### config.mk
export PLATFORM = sky130hd
export DESIGN_NAME = mem_req_arbiter
export DESIGN_NICKNAME = d
export VERILOG_FILES = /design/src/rtl/mem_pkg.sv /design/src/rtl/mem_req_arbiter_lat_counter.sv /design/src/rtl/mem_req_arbiter.sv
export SDC_FILE = /design/constraint.sdc
export NUM_CORES = 1
export LEC_CHECK = 0
export ABC_AREA = 1
export BUFFER_PORTS_ARGS = -buffer_cell sky130_fd_sc_hd__buf_2
export CORE_MARGIN = 2
export CORE_UTILIZATION = 45
export CTS_CLUSTER_DIAMETER = 100
export CTS_CLUSTER_SIZE = 25
export DETAILED_ROUTE_END_ITERATION = 10
export PLACE_DENSITY = 0.8
export SLEW_MARGIN = 20
export SYNTH_ARGS = -nofsm -noshare
export SYNTH_HDL_FRONTEND = slang
export SYNTH_SLANG_ARGS = --single-unit
### constraint.sdc
create_clock -name clk -period 2.87 [get_ports clk]
set_input_delay 0.574 -clock clk [delete_from_list [all_inputs] [get_ports clk]]
set_output_delay 0.574 -clock clk [all_outputs]
set_load 0.05 [all_outputs]
### src/rtl/mem_pkg.sv
// Shared types for the memory request arbiter: FSM states, grant owner and
// the byte-offset width that separates a word address from a byte address.
package mem_pkg;

  typedef enum logic [1:0] {IDLE, ISSUE, WAIT, RESP} arb_state_t;

  typedef enum logic {GNT_I, GNT_D} grant_t;

  localparam int WORD_OFFSET_W = 2;

endpackage

### src/rtl/mem_req_arbiter_lat_counter.sv
// Loadable down-counter with a zero flag; tracks how many cycles remain
// before RAM read data becomes valid.
module lat_counter #(
  parameter int CNT_W = 2
) (
  input  logic             clk,
  input  logic             rst,
  input  logic             load_i,
  input  logic [CNT_W-1:0] load_val_i,
  input  logic             dec_i,
  output logic             zero_o
);

  logic [CNT_W-1:0] cnt_q, cnt_d;

  // Load takes priority; the count saturates at zero.
  always_comb begin
    cnt_d = cnt_q;
    if (load_i) begin
      cnt_d = load_val_i;
    end else if (dec_i && (cnt_q != '0)) begin
      cnt_d = cnt_q - 1'b1;
    end
  end

  always_ff @(posedge clk) begin
    if (rst) begin
      cnt_q <= '0;
    end else begin
      cnt_q <= cnt_d;
    end
  end

  assign zero_o = (cnt_q == '0);

endmodule

### src/rtl/mem_req_arbiter.sv
// Arbitrates instruction-fetch and data requests onto one fixed-latency RAM
// port, returning registered read data with one-cycle ready pulses.
module mem_req_arbiter
  import mem_pkg::*;
#(
  parameter int ADDR_W  = 32,
  parameter int DATA_W  = 32,
  parameter int LATENCY = 2,
  parameter int CNT_W   = $clog2(LATENCY + 1)
) (
  input  logic                  clk,
  input  logic                  rst,
  input  logic                  i_req,
  input  logic [ADDR_W-1:0]     i_addr,
  output logic [DATA_W-1:0]     i_rdata,
  output logic                  i_ready,
  input  logic                  d_ren,
  input  logic                  d_wen,
  input  logic [ADDR_W-1:0]     d_addr,
  input  logic [DATA_W-1:0]     d_wdata,
  input  logic [DATA_W/8-1:0]   d_be,
  output logic [DATA_W-1:0]     d_rdata,
  output logic                  d_ready,
  output logic                  d_err,
  output logic [ADDR_W-1:0]     ram_addr,
  output logic [DATA_W-1:0]     ram_wdata,
  output logic [DATA_W/8-1:0]   ram_be,
  output logic                  ram_ren,
  output logic                  ram_wen,
  input  logic [DATA_W-1:0]     ram_rdata
);

  localparam int BE_W = DATA_W / 8;

  arb_state_t        state_q, state_d;
  grant_t            gnt_q, gnt_d;
  logic              wr_q, wr_d;
  logic              misal_q, misal_d;
  logic              last_d_q, last_d_d;
  logic [DATA_W-1:0] i_rdata_q, i_rdata_d;
  logic [DATA_W-1:0] d_rdata_q, d_rdata_d;
  logic [ADDR_W-1:0] ram_addr_q, ram_addr_d;
  logic [DATA_W-1:0] ram_wdata_q, ram_wdata_d;
  logic [BE_W-1:0]   ram_be_q, ram_be_d;
  logic              ram_ren_q, ram_ren_d;
  logic              ram_wen_q, ram_wen_d;
  logic              i_ready_q, i_ready_d;
  logic              d_ready_q, d_ready_d;
  logic              d_err_q, d_err_d;

  logic              take_d, take_wr, cnt_zero;
  logic [ADDR_W-1:0] sel_addr;

  lat_counter #(.CNT_W(CNT_W)) u_lat (
    .clk        (clk),
    .rst        (rst),
    .load_i     (state_q == ISSUE),
    .load_val_i (CNT_W'(LATENCY - 1)),
    .dec_i      (state_q == WAIT),
    .zero_o     (cnt_zero)
  );

  // Data wins unless it was served last and a fetch is also waiting.
  assign take_d   = (d_ren | d_wen) && !(last_d_q && i_req);
  assign take_wr  = take_d && d_wen;
  assign sel_addr = take_d ? d_addr : i_addr;

  always_comb begin
    state_d     = state_q;
    gnt_d       = gnt_q;
    wr_d        = wr_q;
    misal_d     = misal_q;
    last_d_d    = last_d_q;
    i_rdata_d   = i_rdata_q;
    d_rdata_d   = d_rdata_q;
    ram_addr_d  = ram_addr_q;
    ram_wdata_d = ram_wdata_q;
    ram_be_d    = ram_be_q;
    ram_ren_d   = 1'b0;
    ram_wen_d   = 1'b0;
    i_ready_d   = 1'b0;
    d_ready_d   = 1'b0;
    d_err_d     = 1'b0;

    case (state_q)
      IDLE: begin
        if (take_d || i_req) begin
          state_d     = ISSUE;
          gnt_d       = take_d ? GNT_D : GNT_I;
          wr_d        = take_wr;
          misal_d     = take_d && (sel_addr[WORD_OFFSET_W-1:0] != '0);
          ram_addr_d  = {sel_addr[ADDR_W-1:WORD_OFFSET_W], {WORD_OFFSET_W{1'b0}}};
          ram_wdata_d = d_wdata;
          ram_be_d    = take_wr ? d_be : {BE_W{1'b1}};
          ram_ren_d   = !take_wr;
          ram_wen_d   = take_wr;
        end
      end
      ISSUE: begin
        state_d = WAIT;
      end
      WAIT: begin
        if (cnt_zero) begin
          state_d = RESP;
          if (gnt_q == GNT_I) begin
            i_rdata_d = ram_rdata;
          end else if (!wr_q) begin
            d_rdata_d = ram_rdata;
          end
          i_ready_d = (gnt_q == GNT_I);
          d_ready_d = (gnt_q == GNT_D);
          d_err_d   = (gnt_q == GNT_D) && misal_q;
        end
      end
      RESP: begin
        state_d  = IDLE;
        last_d_d = (gnt_q == GNT_D);
      end
      default: begin
        state_d = IDLE;
      end
    endcase
  end

  always_ff @(posedge clk) begin
    if (rst) begin
      state_q     <= IDLE;
      gnt_q       <= GNT_I;
      wr_q        <= 1'b0;
      misal_q     <= 1'b0;
      last_d_q    <= 1'b0;
      i_rdata_q   <= '0;
      d_rdata_q   <= '0;
      ram_addr_q  <= '0;
      ram_wdata_q <= '0;
      ram_be_q    <= '0;
      ram_ren_q   <= 1'b0;
      ram_wen_q   <= 1'b0;
      i_ready_q   <= 1'b0;
      d_ready_q   <= 1'b0;
      d_err_q     <= 1'b0;
    end else begin
      state_q     <= state_d;
      gnt_q       <= gnt_d;
      wr_q        <= wr_d;
      misal_q     <= misal_d;
      last_d_q    <= last_d_d;
      i_rdata_q   <= i_rdata_d;
      d_rdata_q   <= d_rdata_d;
      ram_addr_q  <= ram_addr_d;
      ram_wdata_q <= ram_wdata_d;
      ram_be_q    <= ram_be_d;
      ram_ren_q   <= ram_ren_d;
      ram_wen_q   <= ram_wen_d;
      i_ready_q   <= i_ready_d;
      d_ready_q   <= d_ready_d;
      d_err_q     <= d_err_d;
    end
  end

  assign i_rdata   = i_rdata_q;
  assign i_ready   = i_ready_q;
  assign d_rdata   = d_rdata_q;
  assign d_ready   = d_ready_q;
  assign d_err     = d_err_q;
  assign ram_addr  = ram_addr_q;
  assign ram_wdata = ram_wdata_q;
  assign ram_be    = ram_be_q;
  assign ram_ren   = ram_ren_q;
  assign ram_wen   = ram_wen_q;

endmodule

==> results of run 1 <==
==> flip-flops by register name (all words and copies together) (netlist names) <==
signal,count
last_d_q,1
d_ready,1
ram_be,4
d_rdata,32
gnt_q,1
ram_ren,1
ram_wen,1
state_q,2
ram_addr,30
ram_wdata,32
misal_q,1
i_rdata,32
u_lat.cnt_q,2
i_ready,1
wr_q,1
d_err,1
==> final cells by class <==
| cell class | count | share of cell area |
|---|---|---|
| clock buffers | 20 | 0.0594 |
| clock inverters | 11 | 0.0198 |
| inverters | 50 | 0.0241 |
| multi-input cells | 569 | 0.319 |
| flip-flops and latches | 143 | 0.364 |
| well taps | 172 | 0.0274 |
| repair buffers | 278 | 0.186 |
==> path summary, 6_finish.rpt <==
check / slack (ns) / to / cells after the start / start
worst max-delay path: 0.63 / d_rdata[23] / 8 / state_q[0]
worst min-delay path: 0.37 / ram_be[1] / 3 / d_be[1]
worst max register to register: 0.63 / d_rdata[23] / 8 / state_q[0]
worst min register to register: 0.46 / misal_q / 2 / misal_q
==> power by group <==
group	internal, W	leakage [nW]	switching, W	total [W]
clock	0.00144	0.303	0.000845	0.00228
sequential	0.00259	1.18	0.000276	0.00287
combinational	0.00108	2.65	0.00349	0.00457
==> cell families after synthesis <==
logic type               synth area share
other                            0.000646
flip-flops                          0.493
adder cells (fa/ha/maj)            0.0129
AND/OR/NAND/NOR                     0.284
AO/OA/AOI/OAI                       0.133
buffers and inverters              0.0765
==> worst register-to-register path, stage by stage, from the launching register on <==
cell and delay [ns]:
dfxtp_1 0.38, inv_1 0.10, ha_1 0.23, nand2_1 0.13, inv_1 0.05, nand2_1 0.08, clkinv_1 0.76, nor2_1 0.35
nor2_1 0.07
==> per-stage QoR <==
step | hold slack, ns | setup WS [ns] | power [W] | instance area, um2 | std cells
after floorplan | 0.430 | 1.46 | 0.00640 | 5810 | 816
after global placement | 0.448 | 0.812 | 0.00740 | 7230 | 1212
after detailed placement | 0.456 | 0.798 | 0.00747 | 7230 | 1212
after CTS | 0.351 | 0.873 | 0.00977 | 7860 | 1243
after global routing | 0.353 | 0.315 | 0.0103 | 7860 | 1243
final | 0.370 | 0.629 | 0.00972 | 7860 | 1243
==> synth_stat cells <==
cell type / number
nor2_1: 272
clkbuf_2: 2
nand3_1: 30
a21oi_4: 1
dfxtp_1: 143
nor3_1: 2
or2_2: 1
nor2_2: 1
ha_1: 6
inv_2: 2
nand2_1: 114
nand3b_1: 1
inv_1: 48
a21oi_1: 10
o21ai_0: 97
and2_1: 1
nand2_2: 2
a21boi_0: 29
conb_1: 1
clkbuf_1: 18
buf_1: 1
buf_2: 29
buf_4: 4
==> metal layers <==
metal | track usage | up-vias
met3 | 0.0673 | 40
li1 | - | 3025
met2 | 0.400 | 193
met1 | 0.269 | 2591
met5 | 0 | -
met4 | 0.108 | 0
==> run metrics, run 1 <==
starting density of the core 0.460; number of diodes 0; worst hold path class input pin to register; synth-to-layout area growth 35.4%; CP Launch Type register; Skew-Pair Late Insertion Delay 0.42 ns; Root Driver clkbuf_16; routability cong. between 0.8 and 0.9; hold_buf cts 0; RSZ-0062 raised after global routing no; total grt overflow 0; CTS max path bufs 2; Max Cap Violations 0; critical path's largest stage delay between 0.7 and 0.8 ns; setup violators final 0; Tmin final around 2.2 ns; 1st-pass router iterations 5; Post-CTS Setup Bufs 0; final period utilization 0.781; Pleak 4.13 nW; Die Ht about 120 um; core area 12600 um2; post-synthesis cell count a little over 800; CTS buffer count 17; commonest non-fill, non-tap cells in the layout nor2_1 (271), buf_2 (269), dfxtp_1 (143); area of the multi-input gates 2500 um2; number of global-route vias before repair roughly 5400; PD cells ~1200 nW/um2; max-slew violation count 0; kind of cell adding the most delay to the critical path buffers and inverters; final core occ 0.622; setup TNS 0 ns; worst path required time roughly 3.2 ns; H-tree level count 4; filler instances about 1200; Crit-path slowest cell clkinv_1; endpoints failing hold 0; ANT nets after route 0; Distinct cells, synth 23; CP cell instances inv_1 > ha_1 > nand2_1 > inv_1 > nand2_1 > clkinv_1 > nor2_1 > nor2_1; Ports ~270; critical path class register to register; Seq cells post-synth about 140; Remaining DRCs 0; first-pass GRT wire length 26100 um; Rel. slew slack 0.344; worst-path maximum fanout 32; pin count of the biggest net entering global routing 60; WP data arrival 2.55 ns; CTS tree yes; layout cells sized above 1 0.296; antenna violations before repair 0; most common cell after layout, fill and taps aside nor2_1; met1 WL ~7000 um; nets about 1200; DRT iter0 DRCs 315; top-area cell type share of the netlist area 0.493; Core Rows around 40; wire per inst 13.1 um; crit end category register; routed wire length roughly 16000 um; register area roughly 2900 um2; DPL Wire Length 11100 um; Setup Skew between 0.004 and 0.005 ns; Least-Margin Pin Slew 0.978 ns; met2 routed WL about 7900 um; top post-synthesis cells by area dfxtp_1 (49%), nor2_1 (18%), o21ai_0 (8.4%), nand2_1 (7.4%), a21boi_0 (3.8%); Clock Sink Count 143; Yosys Warn Count 0; die area around 14000 um2; Seq/Total Area, Yosys 0.493; peak supply drop 0.557 mV; Worst-path clk slew about 0.06 ns; Total Routing Usage GR 0.233; Die W 118 um; post_cts resized 0; Synth Cell Area about 5800 um2; largest area contributor in the netlist dfxtp_1; status finished, final reports clean; Bufs and invs on worst path 3; FMAX 446 MHz; I/O Buffers between 200 and 300; Avg Inst Size Synth 7.12 um2; Top Layer Used met4; via count around 5800; Vias/cell around 4.7; Routed met3 length approximately 1000 um
(Power assumes the default switching activity.)
==> inputs of run 2 (changes only) <==
==> constraint.sdc (replaced) <==
create_clock -name clk -period 2.2 [get_ports clk]
set_input_delay 0.44 -clock clk [delete_from_list [all_inputs] [get_ports clk]]
set_output_delay 0.44 -clock clk [all_outputs]
set_load 0.05 [all_outputs]
==> run metrics, run 2 (synthesis gave the netlist of run 1 again) <==
Clk pwr share 0.220 (-0.015); DPL Wire Length 11600 um (+4.1%); Net Sw Frac 0.475 (+0.000907); status finished, final reports clean; sequential power share 0.296 (about the same); DRT iter0 DRCs 389 (+23%); Max Cap Violations 0 (unchanged); Post-CTS Setup Bufs 0 (unchanged); filler instances 1135 (-6.3%); layout cells sized above 1 0.299 (+0.00309); starting density of the core 0.460 (unchanged); CTS max path bufs 2 (unchanged); Clock Sink Count 143 (unchanged); worst-path maximum fanout 39 (+22%); Root Driver clkbuf_16; RSZ-0062 raised after global routing no; register area 2860 um2 (unchanged); Worst Setup SP state_q[0]; Remaining DRCs 0 (unchanged); setup TNS 0 ns (unchanged); Crit-path slowest cell dfxtp_1; nets 1211 (+0.75%); Tmin final 1.75 ns (-0.492 ns); Core Rows 41 (unchanged); 1st-pass router iterations 4 (-1); CP cell instances inv_1 > ha_1 > inv_1 > a21oi_4 > buf_12 > buf_12 > nor2_1 > nor2_1; CTS tree yes; final period utilization 0.795 (+0.0143); peak supply drop 0.798 mV (+43%); PD cells 1600 nW/um2 (+29%); setup violators final 0 (unchanged); Net Sw Power 0.00599 W (+30%); total grt overflow 0 (unchanged); number of global-route vias before repair 5303 (-2.4%); FMAX 572 MHz (+28%); Comb pwr share 0.484 (+0.014); critical path's largest stage delay 0.34 ns (-0.42 ns); routed wire length 16500 um (+1.4%); I/O Buffers 269 (unchanged); most common cell after layout, fill and taps aside nor2_1; reg2reg end ram_wdata[30]; Vias/cell 4.73 (+0.55%); Setup Skew 0.00585 ns (+0.000941 ns); CTS buffer count 17 (unchanged); commonest non-fill, non-tap cells in the layout nor2_1 (271), buf_2 (269), dfxtp_1 (143); Pleak 4.15 nW (+0.71%); number of diodes 0 (unchanged); Total Routing Usage GR 0.234 (+0.000510); Die W 118 um (unchanged); max-slew violation count 0 (unchanged); hold_buf cts 0 (unchanged); Skew-Pair Late Insertion Delay 0.42 ns (about the same); final core occ 0.625 (+0.00268); ANT nets after route 0 (unchanged); Worst-path clk slew 0.06 ns (about the same); antenna violations before repair 0 (unchanged); crit path capture ram_wdata[30]; critical path class register to register; first-pass GRT wire length 26000 um (-0.13%); r2r setup slk 0.45 ns (-0.18 ns); routability cong. 0.874 (-2.8%); synth-to-layout area growth 35.9%; Pint 0.00662 W (+29%); crit end category register; Die Ht 118 um (unchanged); worst hold path class input pin to register; endpoints failing hold 0 (unchanged); Ports 274 (unchanged); WP data arrival 2.10 ns (-0.45 ns); via count 5924 (+1.3%); post_cts resized 0 (unchanged); Worst Reg2Reg Path Length in Cells 8 (unchanged); area of the multi-input gates 2500 um2 (unchanged); H-tree level count 4 (unchanged); core area 12600 um2 (unchanged); pin count of the biggest net entering global routing 46 (-23%); die area 13800 um2 (unchanged); CP Launch Type register; wire per inst 13.2 um (+0.67%); reg-to-reg startpoint state_q[0]; worst path required time 2.55 ns (-0.63 ns)
==> run 2: worst max-delay path: cells and delay by family (launching register included) <==
kind | cells | cell delay, ns
AOI/OAI and AO/OA | 1 | 0.32
and+or+nand+nor | 2 | 0.14
DFF | 1 | 0.34
buffers and inverters | 4 | 0.64
adders and majority gates | 1 | 0.22
==> run 2: routing by layer <==
| layer | global-route usage | share of wire | wire, um |
|---|---|---|---|
| met1 | 0.273 | 0.42 | 6890 |
| met2 | 0.406 | 0.49 | 8040 |
| met3 | 0.0586 | 0.064 | 1060 |
| met4 | 0.104 | 0.030 | 501 |
| met5 | 0 | 0 | 0 |
==> run 2: through the flow <==
stage	instances	worst slack [ns]	hold WS, ns	area [um2]	power [W]
global placement	1221	0.552	0.443	7310	0.00978
CTS	1252	0.468	0.222	7890	0.0127
detailed placement	1221	0.483	0.449	7310	0.00987
floorplan	816	0.787	0.430	5810	0.00835
finish	1252	0.450	0.238	7890	0.0126
global route	1252	0.346	0.226	7890	0.0133
==> run 2: worst min path at each step <==
stage | cells past startpoint | to | slack [ns] | start
floorplan | 2 | u_lat.cnt_q[1] | 0.43 | u_lat.cnt_q[1]
global placement | 2 | u_lat.cnt_q[1] | 0.44 | u_lat.cnt_q[1]
detailed placement | 2 | u_lat.cnt_q[1] | 0.45 | u_lat.cnt_q[1]
CTS | 3 | ram_be[1] | 0.22 | d_be[1]
global route | 3 | ram_be[1] | 0.23 | d_be[1]
finish | 3 | ram_be[2] | 0.24 | d_be[2]
==> run 2: cell type report <==
cell class / instances / share of cell area
Clock inverter: 9 / 0.0141
Multi-Input combinational cell: 569 / 0.317
Timing Repair Buffer: 287 / 0.196
Tap cell: 172 / 0.0273
Clock buffer: 22 / 0.0588
Inverter: 50 / 0.0239
Sequential cell: 143 / 0.363
==> run 2: power by group through the flow <==
| stage | Combinational, W | Clock [W] | Sequential [W] |
|---|---|---|---|
| final | 0.00610 | 0.00277 | 0.00373 |
| after detailed placement | 0.00609 | 0 | 0.00378 |
| after floorplan | 0.00204 | 0 | 0.00631 |
| after CTS | 0.00612 | 0.00282 | 0.00374 |
| after global routing | 0.00656 | 0.00294 | 0.00383 |
| after global placement | 0.00603 | 0 | 0.00375 |
==> inputs of run 3 (changes only) <==
==> constraint.sdc (replaced) <==
create_clock -name clk -period 1.8 [get_ports clk]
set_input_delay 0.36 -clock clk [delete_from_list [all_inputs] [get_ports clk]]
set_output_delay 0.36 -clock clk [all_outputs]
set_load 0.05 [all_outputs]
==> run metrics, run 3 (synthesis gave the netlist of run 1 again) <==
Clock Sink Count 143 (unchanged); worst-path maximum fanout 32 (-18%); critical path class register to register; commonest non-fill, non-tap cells in the layout nor2_1 (271), buf_2 (269), dfxtp_1 (143); antenna violations before repair 1 (+1); Skew-Pair Late Insertion Delay 0.42 ns (about the same); global routing's busiest layer met2; first-pass GRT wire length 26500 um (+2.0%); ANT nets after route 0 (unchanged); Root Driver clkbuf_16; number of global-route vias before repair 5418 (+2.2%); setup violators final 0 (unchanged); CTS max path bufs 2 (unchanged); CTS tree yes; GR Layer Usage met2 0.393 (-0.0124); 1st-pass router iterations 5 (+1); pin count of the biggest net entering global routing 78 (+70%); worst hold path class input pin to register; Worst-path clk slew 0.06 ns (about the same); Setup Skew 0.00500 ns (-0.000847 ns); RSZ-0062 raised after global routing no; DPL Wire Length 11200 um (-3.2%); filler instances 1157 (+1.9%); reg-to-reg startpoint state_q[0]; status finished, final reports clean; Ports 274 (unchanged); Remaining DRCs 0 (unchanged); Die Ht 118 um (unchanged); routing usage on met1 0.280 (+0.00689); worst path required time 2.15 ns (-0.40 ns); CTS buffer count 17 (unchanged); DRT iter0 DRCs 372 (-4.4%); routability cong. 0.876 (+0.23%); Tmin final 1.61 ns (-0.137 ns); power consumption 0.0154 W (+22%); Worst Hold Slack 0.152 ns (-0.0856 ns); I/O Buffers 269 (unchanged); Post-CTS Setup Bufs 0 (unchanged); FMAX 620 MHz (+8.5%); Pleak 4.15 nW (-0.16%); Die W 118 um (unchanged); max-slew violation count 0 (unchanged); total grt overflow 0 (unchanged); most common cell after layout, fill and taps aside nor2_1; Worst Setup SP state_q[0]; die area 13800 um2 (unchanged); post_cts resized 0 (unchanged); wire per inst 13.2 um (+0.51%); endpoints failing hold 0 (unchanged); Total Routing Usage GR 0.238 (+0.00360); CP Launch Type register; final period utilization 0.896 (+0.100); synth-to-layout area growth 36.1%; layout cells sized above 1 0.297 (-0.00205); nets 1207 (-0.33%); starting density of the core 0.460 (unchanged); WP data arrival 1.96 ns (-0.14 ns); hold wc startpoint d_be[1]; Max Cap Violations 0 (unchanged); setup TNS 0 ns (unchanged); PD cells 1950 nW/um2 (+22%); core area 12600 um2 (unchanged); routed wire length 16500 um (+0.11%); crit end category register; Core Rows 41 (unchanged); Vias/cell 4.78 (+0.99%); met3 Use GR 0.0664 (+0.00775); via count 5959 (+0.59%); peak supply drop 0.842 mV (+5.5%); hold_buf cts 0 (unchanged); H-tree level count 4 (unchanged)
[run 3: final cells by class]
class / instances / area, um2 / area share
Antenna cell: 1 / 2.50 / 0.000317
Clock buffer: 18 / 429 / 0.0543
Clock inverter: 11 / 145 / 0.0184
Inverter: 50 / 189 / 0.0239
Multi-Input combinational cell: 569 / 2500 / 0.317
Sequential cell: 143 / 2860 / 0.362
Tap cell: 172 / 215 / 0.0272
Timing Repair Buffer: 283 / 1550 / 0.196
[run 3: per-stage QoR]
| step | util | setup slack, ns | instances | area (um2) |
|---|---|---|---|---|
| finish | 0.626 | 0.188 | 1247 | 7900 |
| global route | 0.626 | 0.0400 | 1247 | 7900 |
| CTS | 0.626 | 0.185 | 1246 | 7900 |
| global placement | 0.580 | 0.280 | 1217 | 7320 |
| detailed placement | 0.580 | 0.247 | 1217 | 7320 |
| floorplan | - | 0.387 | 816 | 5810 |
[run 3: worst max-delay path, cell delays in order, from the launching register on]
cell and delay, ns:
dfxtp_1 0.34, inv_1 0.12, ha_1 0.21, nand2_1 0.11
nor2_2 0.12, buf_4 0.33, o21ai_0 0.17, nor2_1 0.14
[run 3: final timing paths]
kind | end | slack (ns) | cells after the start
min reg2reg | u_lat.cnt_q[1] | 0.46 | 2
min | ram_be[1] | 0.15 | 3
max | i_rdata[25] | 0.19 | 7
max reg2reg | i_rdata[25] | 0.19 | 7
[run 3: metal layers]
metal	vias to the layer above	routed length, um
met5	-	0
met3	50	1080
met4	0	654
met2	235	7980
li1	3043	-
met1	2631	6780
[run 3: where the power goes]
group	total, W	switching, W	internal [W]
sequential	0.00457	0.000438	0.00413
combinational	0.00741	0.00561	0.00180
clock	0.00344	0.00129	0.00215
total	0.0154	0.00733	0.00808
